===== config.mk =====
export PLATFORM = sky130hd
export DESIGN_NAME = mem_port_arbiter_flat
export DESIGN_NICKNAME = d
export VERILOG_FILES = /design/src/rtl/mem_port_arbiter_if.sv /design/src/rtl/mem_port_arbiter.sv /design/src/flat_wrapper.sv
export SDC_FILE = /design/constraint.sdc
export NUM_CORES = 1
export LEC_CHECK = 0
export BUFFER_PORTS_ARGS = -buffer_cell sky130_fd_sc_hd__buf_2
export CAP_MARGIN = 15
export CORE_AREA = 8 8 100 102
export DETAILED_ROUTE_END_ITERATION = 10
export DIE_AREA = 0 0 108 110
export PLACE_DENSITY = 0.62
export SLEW_MARGIN = 10
export SYNTH_ARGS = -nofsm -noshare
export SYNTH_HDL_FRONTEND = slang
export SYNTH_SLANG_ARGS = --single-unit

===== constraint.sdc =====
create_clock -name clk -period 3.42 [get_ports clk]
set_input_delay 0.342 -clock clk [delete_from_list [all_inputs] [get_ports clk]]
set_output_delay 0.342 -clock clk [all_outputs]
set_load 0.02 [all_outputs]

===== src/rtl/mem_port_arbiter_if.sv =====
// Bus bundle of mem_port_arbiter: fetch port, data port, memory macro side and busy flag.
// The arbiter connects through the slave modport and its environment through master.
interface mem_port_arbiter_if #(
    parameter int ADDR_W = 32,
    parameter int DATA_W = 32
);
    logic                  if_req;
    logic [ADDR_W-1:0]     if_addr;
    logic                  if_kill;
    logic                  if_gnt;
    logic                  if_rvalid;
    logic [DATA_W-1:0]     if_rdata;

    logic                  d_req;
    logic                  d_we;
    logic [ADDR_W-1:0]     d_addr;
    logic [DATA_W-1:0]     d_wdata;
    logic [DATA_W/8-1:0]   d_wstrb;
    logic                  d_gnt;
    logic                  d_rvalid;
    logic [DATA_W-1:0]     d_rdata;

    logic                  mem_en;
    logic                  mem_we;
    logic [ADDR_W-1:0]     mem_addr;
    logic [DATA_W-1:0]     mem_wdata;
    logic [DATA_W/8-1:0]   mem_wstrb;
    logic [DATA_W-1:0]     mem_rdata;

    logic                  arb_busy;

    modport slave (
        input  if_req, if_addr, if_kill,
        input  d_req, d_we, d_addr, d_wdata, d_wstrb,
        input  mem_rdata,
        output if_gnt, if_rvalid, if_rdata,
        output d_gnt, d_rvalid, d_rdata,
        output mem_en, mem_we, mem_addr, mem_wdata, mem_wstrb,
        output arb_busy
    );

    modport master (
        output if_req, if_addr, if_kill,
        output d_req, d_we, d_addr, d_wdata, d_wstrb,
        output mem_rdata,
        input  if_gnt, if_rvalid, if_rdata,
        input  d_gnt, d_rvalid, d_rdata,
        input  mem_en, mem_we, mem_addr, mem_wdata, mem_wstrb,
        input  arb_busy
    );
endinterface


===== src/rtl/mem_port_arbiter.sv =====
// Shares one fixed-latency single-port RAM between instruction fetch and data access,
// one transaction in flight. Optional wait-cycle counters: define ARB_PERF_CNT_EN.
module mem_port_arbiter #(
    parameter int ADDR_W     = 32,
    parameter int DATA_W     = 32,
    parameter int MEM_LAT    = 2,
    parameter int STARVE_MAX = 4
) (
    input  logic                clk,
    input  logic                reset,
    mem_port_arbiter_if.slave   bus
`ifdef ARB_PERF_CNT_EN
    ,
    output logic [31:0]         perf_if_wait,
    output logic [31:0]         perf_d_wait
`endif
);

    typedef enum logic {
        OWN_FETCH = 1'b0,
        OWN_DATA  = 1'b1
    } owner_e;

    localparam logic [3:0] LAT  = 4'(MEM_LAT);
    localparam logic [3:0] SMAX = 4'(STARVE_MAX);

    logic [3:0] cnt_q, cnt_d;
    logic [3:0] starve_q, starve_d;
    owner_e     owner_q, owner_d;
    logic       killed_q, killed_d;
    logic       store_q, store_d;

    logic              eligible, fetch_wins, if_gnt, d_gnt, issue, resp;
    logic [ADDR_W-1:0] issue_addr;
    logic [DATA_W-1:0] zero_data;

    // Outputs are forced low while reset is held so that every output reads 0 in reset.
    always_comb begin
        // NOTE: every always_comb output gets a default first so no path can infer a latch.
        zero_data  = '0;
        eligible   = !reset && (cnt_q <= 4'd1);
        fetch_wins = bus.if_req && (!bus.d_req || (starve_q == SMAX));
        if_gnt     = eligible && fetch_wins;
        d_gnt      = eligible && bus.d_req && !fetch_wins;
        issue      = if_gnt || d_gnt;
        resp       = !reset && (cnt_q == 4'd1);
        issue_addr = '0;
        if (d_gnt) begin
            issue_addr = bus.d_addr;
        end else if (if_gnt) begin
            issue_addr = bus.if_addr;
        end
    end

    assign bus.if_gnt    = if_gnt;
    assign bus.d_gnt     = d_gnt;
    assign bus.mem_en    = issue;
    assign bus.mem_we    = d_gnt && bus.d_we;
    assign bus.mem_addr  = issue_addr;
    assign bus.mem_wdata = d_gnt ? bus.d_wdata : zero_data;
    assign bus.mem_wstrb = d_gnt ? bus.d_wstrb : '0;
    assign bus.arb_busy  = !reset && (cnt_q != 4'd0);

    assign bus.d_rvalid  = resp && (owner_q == OWN_DATA);
    assign bus.d_rdata   = (bus.d_rvalid && !store_q) ? bus.mem_rdata : zero_data;
    // A kill arriving in the response cycle itself still suppresses the response.
    assign bus.if_rvalid = resp && (owner_q == OWN_FETCH) && !killed_q && !bus.if_kill;
    assign bus.if_rdata  = bus.if_rvalid ? bus.mem_rdata : zero_data;

    always_comb begin
        cnt_d    = cnt_q;
        owner_d  = owner_q;
        killed_d = killed_q;
        store_d  = store_q;
        starve_d = starve_q;
        if (issue) begin
            cnt_d    = LAT;
            owner_d  = d_gnt ? OWN_DATA : OWN_FETCH;
            store_d  = d_gnt && bus.d_we;
            killed_d = if_gnt && bus.if_kill;
        end else if (cnt_q != 4'd0) begin
            cnt_d = cnt_q - 4'd1;
            if (owner_q == OWN_FETCH && bus.if_kill) begin
                killed_d = 1'b1;
            end
        end
        if (!bus.if_req || if_gnt) begin
            starve_d = 4'd0;
        end else if (d_gnt && (starve_q != SMAX)) begin
            starve_d = starve_q + 4'd1;
        end
    end

    always_ff @(posedge clk) begin
        // NOTE: sequential state uses non-blocking assignments so all registers update together.
        if (reset) begin
            cnt_q    <= 4'd0;
            starve_q <= 4'd0;
            owner_q  <= OWN_FETCH;
            killed_q <= 1'b0;
            store_q  <= 1'b0;
        end else begin
            cnt_q    <= cnt_d;
            starve_q <= starve_d;
            owner_q  <= owner_d;
            killed_q <= killed_d;
            store_q  <= store_d;
        end
    end

`ifdef ARB_PERF_CNT_EN
    logic [31:0] perf_if_q, perf_if_d;
    logic [31:0] perf_d_q, perf_d_d;

    always_comb begin
        perf_if_d = perf_if_q;
        perf_d_d  = perf_d_q;
        if (bus.if_req && !if_gnt && (perf_if_q != 32'hFFFF_FFFF)) begin
            perf_if_d = perf_if_q + 32'd1;
        end
        if (bus.d_req && !d_gnt && (perf_d_q != 32'hFFFF_FFFF)) begin
            perf_d_d = perf_d_q + 32'd1;
        end
    end

    always_ff @(posedge clk) begin
        if (reset) begin
            perf_if_q <= 32'd0;
            perf_d_q  <= 32'd0;
        end else begin
            perf_if_q <= perf_if_d;
            perf_d_q  <= perf_d_d;
        end
    end

    assign perf_if_wait = perf_if_q;
    assign perf_d_wait  = perf_d_q;
`endif

endmodule


===== src/flat_wrapper.sv =====
// flat-port wrapper written by rule: the top's interface ports become plain ports
module mem_port_arbiter_flat 
#(
    parameter int ADDR_W     = 32,
    parameter int DATA_W     = 32,
    parameter int MEM_LAT    = 2,
    parameter int STARVE_MAX = 4
)
  (clk, reset, bus_if_req, bus_if_addr, bus_if_kill, bus_d_req, bus_d_we, bus_d_addr, bus_d_wdata, bus_d_wstrb, bus_mem_rdata, bus_if_gnt, bus_if_rvalid, bus_if_rdata, bus_d_gnt, bus_d_rvalid, bus_d_rdata, bus_mem_en, bus_mem_we, bus_mem_addr, bus_mem_wdata, bus_mem_wstrb, bus_arb_busy);
  mem_port_arbiter_if #(.ADDR_W(ADDR_W), .DATA_W(DATA_W)) bus_i ();
  input  logic clk;
  input  logic reset;
  input wire logic [$bits(bus_i.if_req)-1:0] bus_if_req;
  input wire logic [$bits(bus_i.if_addr)-1:0] bus_if_addr;
  input wire logic [$bits(bus_i.if_kill)-1:0] bus_if_kill;
  input wire logic [$bits(bus_i.d_req)-1:0] bus_d_req;
  input wire logic [$bits(bus_i.d_we)-1:0] bus_d_we;
  input wire logic [$bits(bus_i.d_addr)-1:0] bus_d_addr;
  input wire logic [$bits(bus_i.d_wdata)-1:0] bus_d_wdata;
  input wire logic [$bits(bus_i.d_wstrb)-1:0] bus_d_wstrb;
  input wire logic [$bits(bus_i.mem_rdata)-1:0] bus_mem_rdata;
  output wire logic [$bits(bus_i.if_gnt)-1:0] bus_if_gnt;
  output wire logic [$bits(bus_i.if_rvalid)-1:0] bus_if_rvalid;
  output wire logic [$bits(bus_i.if_rdata)-1:0] bus_if_rdata;
  output wire logic [$bits(bus_i.d_gnt)-1:0] bus_d_gnt;
  output wire logic [$bits(bus_i.d_rvalid)-1:0] bus_d_rvalid;
  output wire logic [$bits(bus_i.d_rdata)-1:0] bus_d_rdata;
  output wire logic [$bits(bus_i.mem_en)-1:0] bus_mem_en;
  output wire logic [$bits(bus_i.mem_we)-1:0] bus_mem_we;
  output wire logic [$bits(bus_i.mem_addr)-1:0] bus_mem_addr;
  output wire logic [$bits(bus_i.mem_wdata)-1:0] bus_mem_wdata;
  output wire logic [$bits(bus_i.mem_wstrb)-1:0] bus_mem_wstrb;
  output wire logic [$bits(bus_i.arb_busy)-1:0] bus_arb_busy;
  assign bus_i.if_req = bus_if_req;
  assign bus_i.if_addr = bus_if_addr;
  assign bus_i.if_kill = bus_if_kill;
  assign bus_i.d_req = bus_d_req;
  assign bus_i.d_we = bus_d_we;
  assign bus_i.d_addr = bus_d_addr;
  assign bus_i.d_wdata = bus_d_wdata;
  assign bus_i.d_wstrb = bus_d_wstrb;
  assign bus_i.mem_rdata = bus_mem_rdata;
  assign bus_if_gnt = bus_i.if_gnt;
  assign bus_if_rvalid = bus_i.if_rvalid;
  assign bus_if_rdata = bus_i.if_rdata;
  assign bus_d_gnt = bus_i.d_gnt;
  assign bus_d_rvalid = bus_i.d_rvalid;
  assign bus_d_rdata = bus_i.d_rdata;
  assign bus_mem_en = bus_i.mem_en;
  assign bus_mem_we = bus_i.mem_we;
  assign bus_mem_addr = bus_i.mem_addr;
  assign bus_mem_wdata = bus_i.mem_wdata;
  assign bus_mem_wstrb = bus_i.mem_wstrb;
  assign bus_arb_busy = bus_i.arb_busy;
  mem_port_arbiter #(.ADDR_W(ADDR_W), .DATA_W(DATA_W), .MEM_LAT(MEM_LAT), .STARVE_MAX(STARVE_MAX)) u_core (.clk(clk), .reset(reset), .bus(bus_i));
endmodule

==> results of run 1 <==
[Yosys cell counts, types with 3 or more instances]
| master | n | area [µm²] |
|---|---|---|
| clkbuf_1 | 7 | 26.3 |
| o21ai_0 | 3 | 15.0 |
| a22o_1 | 32 | 280 |
| buf_2 | 9 | 45.0 |
| nand2_1 | 5 | 18.8 |
| dfxtp_1 | 11 | 220 |
| nor3_1 | 4 | 20.0 |
| buf_6 | 5 | 56.3 |
| inv_1 | 7 | 26.3 |
| and2_1 | 102 | 638 |
| a21oi_1 | 7 | 35.0 |
| nand4_1 | 3 | 18.8 |
[registers in the layout, indices dropped and copies added (netlist names)]
register / count
u_core.cnt_q: 4
u_core.starve_q: 4
u_core.killed_q: 1
u_core.owner_q: 1
u_core.store_q: 1
[worst reg2reg max path: cells and delay by family (launching register included)]
kind               cells  cell delay [ps]
AOI/OAI and AO/OA      2              820
DFF                    1              380
and+or+nand+nor        1              650
[where the power goes]
part	switching (mW)	internal, mW
Sequential	0.00611	0.133
Clock	0.0499	0.0820
Combinational	0.161	0.131
[logic make-up (layout without fill, tap and decap cells)]
logic type	after synthesis	count (layout)	synth area share (%)
and+or+nand+nor	128	128	50.1
AOI/OAI and AO/OA	51	51	25.5
buffers and inverters	28	291	9.40
DFF	11	11	13.4
adders and majority gates	2	2	1.53
[stage by stage]
step,total power [mW],util [%]
floorplan,0.292,-
global placement,0.434,36.5
detailed placement,0.436,36.5
CTS,0.569,37.0
global route,0.596,37.0
finish,0.563,37.0
[routing by layer]
metal,vias to the layer above,wire length [µm],GRT usage (%)
met5,-,0,0
met4,0,49,1.59
met3,4,1330,5.17
met1,1179,3510,15.8
li1,1290,-,-
met2,188,5330,27.5
[path summary, 6_finish.rpt]
kind	end	slack, ps	depth (start not counted)
setup / recovery	bus_mem_addr[1]	570	5
hold / removal	u_core.store_q	330	2
setup reg to reg	u_core.killed_q	1520	3
hold reg to reg	u_core.starve_q[1]	520	2
[layout make-up]
| cell class | instances | area (µm²) |
|---|---|---|
| Clock buffer | 4 | 45.0 |
| Multi-Input combinational cell | 181 | 1270 |
| Timing Repair Buffer | 280 | 1440 |
| Tap cell | 108 | 135 |
| Sequential cell | 11 | 220 |
| Inverter | 7 | 26.3 |
| Fill cell | 916 | 5330 |
==> flow_summary.ini, run 1 <==
[setup_path]
critPathMaxStageDelay_ps = 650
r2r-start = u_core.cnt_q[2]
cp_data_required_time_ps = 3080
start_kind = register
startpoint = u_core.cnt_q[2]
critPathTopFamily = compound AO/OA/AOI/OAI gates
slowest_stage = or4_4
path_cells = or4_4 -> a211oi_4 -> buf_12 -> a22o_1 -> buf_2
criticalPathCategory = register to output pin
critPathArrivalTime_ps = 2510
worst-path-buf-inv = 2
crit_path_max_fanout = 24
crit_path_end_kind = output pin

[final_layout]
syn_to_final_growth_pct = 91.4
antennaDiodeCount = 0
final_cells = 591
final_common_cell = buf_2
layout_common_cells = 276 x buf_2, 102 x and2_1, 32 x a22o_1
drive_above_1_share_pct = 60.0
layout.nets = 624
fin_area_um2 = 3140

[die]
dieHeight_um = 110
die_area_um2 = 11900
chipWidth_um = 108
start_util_pct = 19.3
fp-row-count = 34
ios = 277
fp.coreArea_um2 = 8470

[place]
pre_cts_ws_ps = 789
dp_hpwl_um = 9080
dpl.cell_count = 587
place_area_um2 = 3090
io_buffers = 276
routabilityCongestion = 0.968

[synth]
synthFlopType = dfxtp_1
ys_async_sr_fraction_pct = 0
synth-edff-count = 0
synth.distinct_cells = 31
syn_inst = 220
syn-cell-area_um2 = 1640
synth_fp_nets = 360
yosys_warnings = 0
avgSynthCellArea_um2 = 7.44
yosysSeqAreaShare_pct = 13.4
synth_seq_cells = 11

[pwr]
power_leakage_nw = 1.96
vdd_drop_max_mv = 0.105
power_density_nw_per_um2 = 180

[grt]
grt_pass1_vias = 2587
grtUsageTotal_pct = 14.6
grt_antenna_before_repair = 0
grt_overflow = 0
grt_pass1_wl_um = 14000
grt_max_degree = 40

[route]
drt_pass1_iterations = 4
vias_per_cell = 4.50
drc = 0
vias = 2661
wl_per_cell_um = 17.3
wirelength_um = 10200
drtIter0Drc = 131
antenna_left = 0

[clocking]
cts_buffer_depth = 2
cts.reportedPaths.clkPinSlew_ps = 50
htree_levels = 1
root_buffer = clkbuf_8
cts_tree = yes
cts_setup_buffers = 0
cts_resized = 0
hold_buffers = 0
cts_buffers = 3
cts.sinks = 11
clk_latency_ps = 240

[sta]
worst_hold_slack_ps = 326
hold_violations = 0
relSlewSlack_pct = 57.8
min_period_ps = 2850
setup_viol = 0
slew_violations = 0
skew_ps = 1.20
fin_ws_ps = 569
tns_ps = 0
fmax_mhz = 351
rsz0062_at_grt = false
tightest_slew_ps = 631
fin_crit_sh_pct = 83.4

[hold_path]
hold_class = primary input to register
holdCritStartpoint = bus_d_we

[run_status]
status = finished, final reports clean

[flow_run]
cap_viol_max_count = 0
Note: power is estimated with default switching activity, not from simulation.
==> run 2: changes to the inputs <==
ABC_AREA = 1   (was default)
CORE_AREA = 8 8 102 104   (was 8 8 100 102)
DIE_AREA = 0 0 110 112   (was 0 0 108 110)
PLACE_DENSITY = 0.61   (was 0.62)
clock period = 2.7 ns   (was 3.42 ns; I/O delays follow)
==> run 2 against run 1 <==
  * Flip-flop and latch count stayed put
  * Clock skew is 5.1 ps higher
  * Global-route usage is 1.6 points lower
  * Final area is 3.8% higher
  * Core utilization is 0.44 points lower
  * Sequential share of layout area is 0.25 points lower
  * Clock power is 28% higher
  * Total power is 28% higher
  * Non-clock buffer count is 1 lower
  * Clock-buffer cell count stayed put
  * Worst setup slack worse by 140 ps
  * Critical path type unchanged
  * Critical endpoint is now bus_mem_addr[16]
  * Highest routed layer unchanged
==> flow_summary.ini, run 2 <==
[run_status]
status = finished, final reports clean

[setup_path]
r2r-end = u_core.cnt_q[1]
cp_data_required_time_ps = 2430
cp-endpoint = bus_mem_addr[16]
crit_path_end_kind = output pin
r2r_slack_ps = 950
r2r_cells = 10
criticalPathCategory = register to output pin
startpoint = u_core.starve_q[0]
start_kind = register
crit_path_max_fanout = 33
r2r-start = u_core.starve_q[0]
critPathArrivalTime_ps = 2000

[clocking]
cts_resized = 0
cts_tree = yes
clk_latency_ps = 240
htree_levels = 1
cts_buffer_depth = 2
hold_buffers = 0
cts.sinks = 11
root_buffer = clkbuf_8
cts_buffers = 3
cts_setup_buffers = 0
cts.reportedPaths.clkPinSlew_ps = 50

[final_layout]
syn_to_final_growth_pct = 82.3
layout.nets = 779
final_cells = 749
drive_above_1_share_pct = 48.9
fillers = 1013
antennaDiodeCount = 0
final_common_cell = buf_2
fin_area_um2 = 3250
top_regs = u_core.cnt_q (4), u_core.starve_q (4)
layout_common_cells = 276 x buf_2, 110 x nand2_1, 102 x nor2_1

[die]
dieHeight_um = 112
ios = 277
chipWidth_um = 110
start_util_pct = 20.1
fp.coreArea_um2 = 8890
die_area_um2 = 12300
fp-row-count = 35

[sta]
tightest_slew_ps = 520
setup_viol = 0
min_period_ps = 2270
relSlewSlack_pct = 65.3
skew_ps = 6.35
fmax_mhz = 441
tns_ps = 0
hold_violations = 0
slew_violations = 0
rsz0062_at_grt = false
fin_crit_sh_pct = 84.0

[synth]
yosysSeqAreaShare_pct = 12.3
ys_async_sr_fraction_pct = 0
syn-cell-area_um2 = 1780
synthTopCellsByCount = 110 x nand2_1, 102 x nor2_1, 82 x inv_1
yosys.area.top_type_share_pct = 23.1
yosysMostFrequentCell = nand2_1
synth.distinct_cells = 20
synth_fp_nets = 511
synthFlopType = dfxtp_1
synth_largest_area_cell = nand2_1
avgSynthCellArea_um2 = 4.81
synth_seq_cells = 11
syn_inst = 371
synth-edff-count = 0
yosys_warnings = 0
synthTopCellsByArea = nand2_1 23%, nor2_1 21%, inv_1 17%

[hold_path]
hold_class = primary input to register
holdCritStartpoint = reset
hold_depth = 2

[place]
dpl.cell_count = 745
dp_hpwl_um = 8030
routabilityCongestion = 0.856
io_buffers = 276
place_area_um2 = 3210

[grt]
grt_pass1_wl_um = 13400
grtUsageTotal_pct = 13.0
grt_overflow = 0
grt_max_degree = 42
grt_pass1_vias = 2731
grt_antenna_before_repair = 0

[pwr]
vdd_drop_max_mv = 0.152
power_density_nw_per_um2 = 222
power_leakage_nw = 2.47

[route]
drt_pass1_iterations = 4
vias = 2925
drtIter0Drc = 194
wirelength_um = 9160
wl_per_cell_um = 12.2
drc = 0
vias_per_cell = 3.91
antenna_left = 0

[flow_run]
cap_viol_max_count = 0
[run 2: cell type report]
type,instances,area (µm²),area share (%)
Sequential cell,11,220,6.77
Timing Repair Buffer,279,1400,43.2
Multi-Input combinational cell,259,1130,34.6
Clock buffer,4,45.0,1.38
Inverter,85,319,9.81
Tap cell,111,139,4.27
[run 2: report_power, final]
part | switching (mW) | internal (mW)
Clock | 0.0652 | 0.104
Sequential | 0.00391 | 0.169
Combinational | 0.231 | 0.149
Total | 0.300 | 0.422
[run 2: per-layer routing]
metal  wire, µm  part of all wire, %  global-route usage [%]
met1       3420                   37                    14.2
met2       4620                   50                    25.1
met3       1090                   12                    2.72
met4         25                 0.27                    1.35
met5          0                    0                       0
[run 2: kinds of logic (layout without fill, tap and decap cells)]
| logic type | count (synthesis) | in the layout | synth area share [%] |
|---|---|---|---|
| AO/OA/AOI/OAI | 9 | 9 | 2.66 |
| XOR/XNOR | 3 | 3 | 1.47 |
| adder cells (fa/ha/maj) | 2 | 2 | 1.40 |
| buffers and inverters | 101 | 368 | 24.5 |
| flip-flops | 11 | 11 | 12.3 |
| AND/OR/NAND/NOR | 245 | 245 | 57.6 |
[run 2: worst min-delay path by stage]
stage | end | slack, ps
global route | u_core.killed_q | 300
CTS | u_core.killed_q | 290
floorplan | u_core.killed_q | 340
finish | u_core.killed_q | 290
global placement | u_core.cnt_q[3] | 450
detailed placement | u_core.cnt_q[3] | 450
[run 2: critical path: stages (launching register included)]
cell	delay, ps
dfxtp_1	350
inv_1	80
ha_1	190
nand3_1	90
nand2_2	90
nand2_2	110
nand2_2	60
inv_2	390
nand2_1	90
nand2_1	120
buf_2	180
[run 2: through the flow]
| stage | worst slack (ps) | total power, mW | hold slack (ps) | util (%) |
|---|---|---|---|---|
| after floorplan | 953 | 0.383 | 339 | - |
| after global placement | 737 | 0.554 | 446 | 36.1 |
| after detailed placement | 674 | 0.558 | 453 | 36.1 |
| after CTS | 406 | 0.728 | 286 | 36.6 |
| after global routing | 231 | 0.772 | 301 | 36.6 |
| final | 431 | 0.722 | 287 | 36.6 |
